File: src/rtl/pe_pkg.sv
// Shared types and arithmetic helpers for the systolic MAC processing element.
// Helpers work on a wide scratch width so any ACC_WIDTH up to MAX_W-2 fits.
package pe_pkg;

    localparam int MAX_W = 128;

    typedef enum logic {
        ST_ACCUM = 1'b0,
        ST_DRAIN = 1'b1
    } pe_state_e;

    function automatic logic [MAX_W-1:0] acc_max(input int acc_width, input bit is_signed);
        logic [MAX_W-1:0] ones;
        ones = '1;
        if (is_signed) return ones >> (MAX_W - acc_width + 1);
        return ones >> (MAX_W - acc_width);
    endfunction

    // Signed minimum is returned sign-extended to MAX_W so signed compares work.
    function automatic logic [MAX_W-1:0] acc_min(input int acc_width, input bit is_signed);
        if (is_signed) return ~acc_max(acc_width, 1'b1);
        return '0;
    endfunction

    function automatic logic [MAX_W-1:0] sat_add(
        input  logic [MAX_W-1:0] a,
        input  logic [MAX_W-1:0] b,
        input  int               acc_width,
        input  bit               is_signed,
        input  bit               saturate,
        output logic             ovf
    );
        logic [MAX_W-1:0] sum;
        logic [MAX_W-1:0] hi;
        logic [MAX_W-1:0] lo;
        sum = a + b;
        hi  = acc_max(acc_width, is_signed);
        lo  = acc_min(acc_width, is_signed);
        if (is_signed) ovf = ($signed(sum) > $signed(hi)) || ($signed(sum) < $signed(lo));
        else           ovf = (sum > hi);
        if (ovf && saturate) sum = (is_signed && sum[MAX_W-1]) ? lo : hi;
        return sum;
    endfunction

endpackage

File: src/rtl/pe_operand_reg.sv
// One-cycle operand forwarding register (data + valid) with pause hold.
module pe_operand_reg #(
    parameter int DATA_WIDTH = 16
) (
    input  logic                  clk,
    input  logic                  reset,
    input  logic                  pause,
    input  logic [DATA_WIDTH-1:0] d,
    input  logic                  d_valid,
    output logic [DATA_WIDTH-1:0] q,
    output logic                  q_valid
);

    always_ff @(posedge clk or posedge reset) begin
        if (reset) begin
            q       <= '0;
            q_valid <= 1'b0;
        end else if (!pause) begin
            q       <= d;
            q_valid <= d_valid;
        end
    end

endmodule

File: src/rtl/pe_mac_drain.sv
// Output-stationary systolic PE: forwards operands, accumulates products, and
// drains its result south through a per-column result chain before self-clearing.
module pe_mac_drain
    import pe_pkg::*;
#(
    parameter int DATA_WIDTH = 16,
    parameter int ACC_WIDTH  = 40,
    parameter bit SIGNED     = 1'b1,
    parameter bit SATURATE   = 1'b1,
    parameter int DRAIN_LEN  = 4
) (
    input  logic                  clk,
    input  logic                  reset,
    input  logic                  pause,
    input  logic                  clear,
    input  logic                  drain,
    input  logic [DATA_WIDTH-1:0] left_in,
    input  logic                  left_valid_in,
    input  logic [DATA_WIDTH-1:0] top_in,
    input  logic                  top_valid_in,
    output logic [DATA_WIDTH-1:0] right_out,
    output logic                  right_valid_out,
    output logic [DATA_WIDTH-1:0] bottom_out,
    output logic                  bottom_valid_out,
    input  logic [ACC_WIDTH-1:0]  result_in,
    input  logic                  result_valid_in,
    output logic [ACC_WIDTH-1:0]  result_out,
    output logic                  result_valid_out,
    output logic                  busy,
    output logic                  overflow
);

    localparam int PW    = 2 * DATA_WIDTH;
    localparam int CNT_W = (DRAIN_LEN > 1) ? $clog2(DRAIN_LEN) : 1;

    pe_state_e          state, state_n;
    logic [ACC_WIDTH-1:0] acc, acc_n, acc_sum, res_n;
    logic                 ovf_n, res_v_n, mac_ovf;
    logic [CNT_W-1:0]     cnt, cnt_n;
    logic [PW-1:0]        prod;
    logic [MAX_W-1:0]     prod_ext, acc_ext, sum_ext;

    pe_operand_reg #(.DATA_WIDTH(DATA_WIDTH)) u_left_reg (
        .clk(clk), .reset(reset), .pause(pause),
        .d(left_in), .d_valid(left_valid_in),
        .q(right_out), .q_valid(right_valid_out)
    );

    pe_operand_reg #(.DATA_WIDTH(DATA_WIDTH)) u_top_reg (
        .clk(clk), .reset(reset), .pause(pause),
        .d(top_in), .d_valid(top_valid_in),
        .q(bottom_out), .q_valid(bottom_valid_out)
    );

    // Operands are widened to PW first so the product keeps all 2*DATA_WIDTH bits.
    always_comb begin
        if (SIGNED) begin
            prod     = $signed({{DATA_WIDTH{left_in[DATA_WIDTH-1]}}, left_in})
                     * $signed({{DATA_WIDTH{top_in[DATA_WIDTH-1]}}, top_in});
            prod_ext = {{(MAX_W-PW){prod[PW-1]}}, prod};
            acc_ext  = {{(MAX_W-ACC_WIDTH){acc[ACC_WIDTH-1]}}, acc};
        end else begin
            prod     = {{DATA_WIDTH{1'b0}}, left_in} * {{DATA_WIDTH{1'b0}}, top_in};
            prod_ext = {{(MAX_W-PW){1'b0}}, prod};
            acc_ext  = {{(MAX_W-ACC_WIDTH){1'b0}}, acc};
        end
        sum_ext = sat_add(acc_ext, prod_ext, ACC_WIDTH, SIGNED, SATURATE, mac_ovf);
        acc_sum = ACC_WIDTH'(sum_ext);
    end

    // Drain wins over clear and MAC; the drain edge emits the pre-clear accumulator.
    always_comb begin
        state_n = state;
        acc_n   = acc;
        ovf_n   = overflow;
        cnt_n   = cnt;
        res_n   = result_out;
        res_v_n = result_valid_out;
        case (state)
            ST_ACCUM: begin
                res_v_n = 1'b0;
                if (drain) begin
                    state_n = ST_DRAIN;
                    res_n   = acc;
                    res_v_n = 1'b1;
                    cnt_n   = CNT_W'(DRAIN_LEN - 1);
                end else if (clear) begin
                    acc_n = '0;
                    ovf_n = 1'b0;
                end else if (left_valid_in && top_valid_in) begin
                    acc_n = acc_sum;
                    ovf_n = overflow | mac_ovf;
                end
            end
            ST_DRAIN: begin
                if (cnt == '0) begin
                    state_n = ST_ACCUM;
                    acc_n   = '0;
                    ovf_n   = 1'b0;
                    res_v_n = 1'b0;
                end else begin
                    res_n   = result_in;
                    res_v_n = result_valid_in;
                    cnt_n   = cnt - CNT_W'(1);
                end
            end
            default: state_n = ST_ACCUM;
        endcase
    end

    always_ff @(posedge clk or posedge reset) begin
        if (reset) begin
            state            <= ST_ACCUM;
            acc              <= '0;
            overflow         <= 1'b0;
            cnt              <= '0;
            result_out       <= '0;
            result_valid_out <= 1'b0;
        end else if (!pause) begin
            state            <= state_n;
            acc              <= acc_n;
            overflow         <= ovf_n;
            cnt              <= cnt_n;
            result_out       <= res_n;
            result_valid_out <= res_v_n;
        end
    end

    assign busy = (state == ST_DRAIN);

endmodule

File: config.mk
export PLATFORM = sky130hd
export DESIGN_NAME = pe_mac_drain
export DESIGN_NICKNAME = d
export VERILOG_FILES = /design/src/rtl/pe_pkg.sv /design/src/rtl/pe_operand_reg.sv /design/src/rtl/pe_mac_drain.sv
export SDC_FILE = /design/constraint.sdc
export NUM_CORES = 1
export LEC_CHECK = 0
export ABC_AREA = 1
export CORE_MARGIN = 1.5
export CORE_UTILIZATION = 61
export CTS_CLUSTER_SIZE = 28
export DETAILED_ROUTE_END_ITERATION = 16
export PLACE_DENSITY = 0.91
export SLEW_MARGIN = 20
export SYNTH_ARGS = -nofsm -noshare
export SYNTH_HDL_FRONTEND = slang
export SYNTH_HIERARCHICAL = 1
export SYNTH_SLANG_ARGS = --single-unit
File: constraint.sdc
create_clock -name clk -period 5.96 [get_ports clk]
set_clock_uncertainty 0.05 [all_clocks]
set_input_delay 1.788 -clock clk [delete_from_list [all_inputs] [get_ports clk]]
set_output_delay 1.788 -clock clk [all_outputs]
set_load 0.03 [all_outputs]
==> run_results.csv, run 1 <==
group,metric,value,unit
logic_synthesis,synth-main-ff-cell,"dfrtp_1",
clock_network,numClockSinks,119,
status,status,"did not finish",
timing,endpoint_type,"register data pin",
clock_network,numCtsBuffers,17,
global_routing,grt_remaining_overflow,85,
logic_synthesis,syn-num-nets,2937,
global_routing,grt_usage,78.1,%
place,portBuffers,156,
logic_synthesis,synth_top_area_cell,"fa_1",
status,haltStage,"global routing",
logic_synthesis,ys_async_sr_fraction,100,%
clock_network,cts_htree_levels,4,
logic_synthesis,ys_seq_area_share,15.9,%
timing,crit_endpoint,"overflow$_DFFE_PP0P_/D",
die,die_y,178,um
die,start_util,62.5,%
logic_synthesis,syn_inst,2404,
die,ios,157,
logic_synthesis,ys_seq_elements,119,
logic_synthesis,synth-edff-count,0,
logic_synthesis,yosys-top-cells-area,"fa_1, dfrtp_1, nand2_1",
status,error,"[ERROR GRT-0232] Routing congestion too high. Check the congestion heatmap in the GUI.",
logic_synthesis,yosysUniqueCellTypes,37,
clock_network,holdBufCountCts,0,
logic_synthesis,synth_top_area_share,35.7,%
logic_synthesis,yosys_warnings,6,
global_routing,grt_max_degree,61,
place,gp_congestion,0.944,
die,row_count,63,
logic_synthesis,synth_area,18700,um^2
place,hpwlAfterDp,45700,um
clock_network,clockRootBuffer,"clkbuf_16",
clock_network,clk_path_buf_depth,2,
logic_synthesis,syn_area_per_cell,7.79,um^2
die,die_x,178,um
[per-stage QoR]
step	util (%)	worst slack (ps)	instances	instance area (um^2)	TNS (ps)
after CTS	82.2	-1310	3197	24600	-51700
after detailed placement	75.1	-2270	3086	22500	-90020
after global placement	75.1	-2070	3086	22500	-79040
after floorplan	-	-1180	2404	19100	-46350
[synthesized netlist by cell type (9+ instances only)]
cell type	n
o21bai_1	9
o21ai_0	27
fa_1	334
nand2_2	15
nand2_1	749
ha_1	119
a31oi_1	42
nand4_1	13
a21oi_1	40
nand3_1	47
xnor2_1	10
inv_1	609
nor2_1	116
xor2_1	16
clkbuf_1	75
dfrtp_1	119
[logic make-up after synthesis]
kind of cell / Yosys count / synth area share (%)
AOI/OAI and AO/OA: 129 / 3.97
xor gates and xnor gates: 26 / 1.22
adders and majority gates: 453 / 43.7
buffers and inverters: 713 / 14.8
DFF: 119 / 15.9
and+or+nand+nor: 964 / 20.4
[metal layers]
layer,overflow,global-route usage [%]
met1,8,76.6
met2,40,91.2
met3,4,69.4
met4,33,74.2
met5,0,48.4
[what timing repair did]
action,in CTS
cloned,10
buffers inserted,70
pin swaps,74
endpoints found under the setup margin,41
resized for setup,227
==> run 2: changes to the inputs <==
CORE_UTILIZATION = 40   (was 61)
CTS_CLUSTER_SIZE = unset   (was 28)
PLACE_DENSITY = unset   (was 0.91)
PLACE_DENSITY_LB_ADDON = 0.15   (was unset)
==> run_results.csv, run 2 <==
group,metric,value,unit
timing,max_freq,0.136,GHz
layout,reg.largest.list,"acc (40), result_out (40)",
clock_network,cts_htree_levels,4,
detailed_routing,totalWireLength,57700,um
clock_network,holdBufCountCts,0,
layout,antenna_cells,0,
place,portBuffers,156,
global_routing,grt_pass1_vias,17600,
logic_synthesis,yosys-top-cells-area,"fa_1, dfrtp_1, nand2_1",
critical_path,cp.arrival,7610,ps
detailed_routing,antenna_left,0,
layout,final_cell_mix,"nand2_1, inv_1, fa_1, buf_4, clkdlybuf4s50_1",
global_routing,grt_usage,24.4,%
critical_path,crit_slowest_cell,"fa_1",
timing,period_share,123,%
clock_network,numClockSinks,119,
die,core_area,46400,um^2
logic_synthesis,synth-main-ff-cell,"dfrtp_1",
global_routing,antenna_found_initial,0,
global_routing,grt_pass1_wl,90900,um
critical_path,path_max_fanout,5,
die,die_x,219,um
timing,hold_slack,425,ps
critical_path,reg2reg_slack,670,ps
clock_network,clk_path_buf_depth,2,
clock_network,cts_tree,"yes",
die,die_y,219,um
timing,setup_viol,41,
clock_network,clockRootBuffer,"clkbuf_16",
logic_synthesis,synthTopCellsByCount,"nand2_1, inv_1, fa_1",
timing,period_needed,7330,ps
critical_path,r2r_end,"acc[24]",
flow_run,cap_violations,0,
logic_synthesis,synth_top_area_cell,"fa_1",
detailed_routing,viasPerCell,4.79,
logic_synthesis,syn_area_per_cell,7.79,um^2
logic_synthesis,syn-num-nets,2937,
critical_path,cp_slowest_stage_delay,560,ps
logic_synthesis,synth-edff-count,0,
die,fp.dieArea,48100,um^2
timing,drv_slew,0,
critical_path,crit_end,"acc[24]",
logic_synthesis,yosysUniqueCellTypes,37,
clock_network,clk_pin_slew,60,ps
global_routing,grt_max_degree,51,
detailed_routing,drc,0,
global_routing,grt_remaining_overflow,0,
timing,worst_slew_pin_slew,955,ps
place,hpwlAfterDp,45000,um
timing,grt_setup_unrepaired,"yes",
logic_synthesis,synth_top_area_share,35.7,%
logic_synthesis,synth_most_common_cell,"nand2_1",
logic_synthesis,synth_area,18700,um^2
layout,syn_to_final_growth,37.7,%
logic_synthesis,syn_inst,2404,
logic_synthesis,ys_seq_elements,119,
logic_synthesis,yosys_warnings,6,
status,status,"complete, but fails checks",
detailed_routing,drt-met1-wl,24100,um
detailed_routing,dr_wl_met2,29000,um
critical_path,start_kind,"primary input",
detailed_routing,dr.pass1.iters,5,
detailed_routing,avgRoutedWirePerCell,16.7,um
detailed_routing,drt_iter0_drc,1003,
layout,nets,3367,
worst_hold_path,hold_start,"u_left_reg/q[0]",
die,row_count,79,
critical_path,worstPathRequired,6250,ps
detailed_routing,dr.max_layer_used,"met4",
place,gp_congestion,0.928,
logic_synthesis,ys_seq_area_share,15.9,%
clock_network,numCtsBuffers,17,
detailed_routing,via_count,16500,
layout,final_common_cell,"nand2_1",
logic_synthesis,ys_async_sr_fraction,100,%
die,ios,157,
timing,slew_headroom,36.3,%
worst_hold_path,hp-class,"flop to flop",
detailed_routing,met3WireLength,3130,um
status,violations,"setup timing",
critical_path,crit_path_end_kind,"flop",
clock_network,clk_latency,450,ps
critical_path,rr_worst_depth,25,
timing,finalWorstSetupSlack,-1370,ps
die,start_util,40.4,%
timing,hold_violations,0,
layout,drive_gt1_share,23.0,%
critical_path,critical_path_class,"primary input to flop",
critical_path,startpoint,"left_in[15]",
critical_path,rr_startpoint,"acc[15]",
run 2: timing repair:
action | 4_1_cts | 5_1_grt
resized for setup | 135 | 251
endpoints found under the setup margin | 41 | 41
cloned | 8 | 10
buffers inserted | 52 | 36
pin swaps | 44 | 88
run 2: area by class of cell:
cell class / count / area [um^2]
Timing Repair Buffer: 507 / 4980
Tap cell: 607 / 759
Fill cell: 4261 / 20600
Inverter: 615 / 2340
Multi-Input combinational cell: 1574 / 14100
Sequential cell: 119 / 2980
Clock buffer: 17 / 425
Clock inverter: 15 / 181
run 2: worst min-delay path by stage:
stage | to | slack (ps) | cells past startpoint
after global routing | u_left_reg/q[15] | 450 | 2
after floorplan | acc[9] | 420 | 2
after detailed placement | u_left_reg/q[0] | 410 | 2
after CTS | u_left_reg/q[0] | 430 | 2
after global placement | u_left_reg/q[3] | 410 | 2
final | u_left_reg/q[0] | 420 | 2
run 2: per-stage QoR:
| stage | cell area, um^2 | cells | TNS [ps] | utilization [%] | setup slack, ps |
|---|---|---|---|---|---|
| 3_3_place_gp | 23000 | 3324 | -83800 | 49.6 | -2070 |
| 6_report | 25800 | 3454 | -53110 | 55.6 | -1370 |
| 2_1_floorplan | 19100 | 2404 | -46350 | - | -1180 |
| 4_1_cts | 24700 | 3414 | -58570 | 53.3 | -1500 |
| 5_1_grt | 25800 | 3454 | -60870 | 55.6 | -1560 |
| 3_5_place_dp | 23000 | 3324 | -85280 | 49.6 | -2130 |
run 2: cell families (layout without fill, tap and decap cells):
group	after synthesis	after routing	share of synthesized area, %
AND/OR/NAND/NOR	964	966	20.4
buffers and inverters	713	1154	14.8
adder cells (fa/ha/maj)	453	453	43.7
AO/OA/AOI/OAI	129	129	3.97
flip-flops	119	119	15.9
XOR/XNOR	26	26	1.22
run 2: per-layer routing:
metal | global-route usage [%] | up-vias
li1 | - | 7814
met1 | 31.0 | 8267
met2 | 43.0 | 393
met3 | 3.02 | 69
met4 | 7.56 | 0
met5 | 0 | -
run 2: worst max-delay path, delay by kind of cell:
family / cells / cell delay, ps
adders and majority gates: 7 / 3390
buffers and inverters: 14 / 1400
and+or+nand+nor: 10 / 960
AOI/OAI and AO/OA: 1 / 80
Power of run 2 is left out: the tool's default activity adds up to more than one toggle a clock period on the data nets, which glitch-free logic cannot reach.
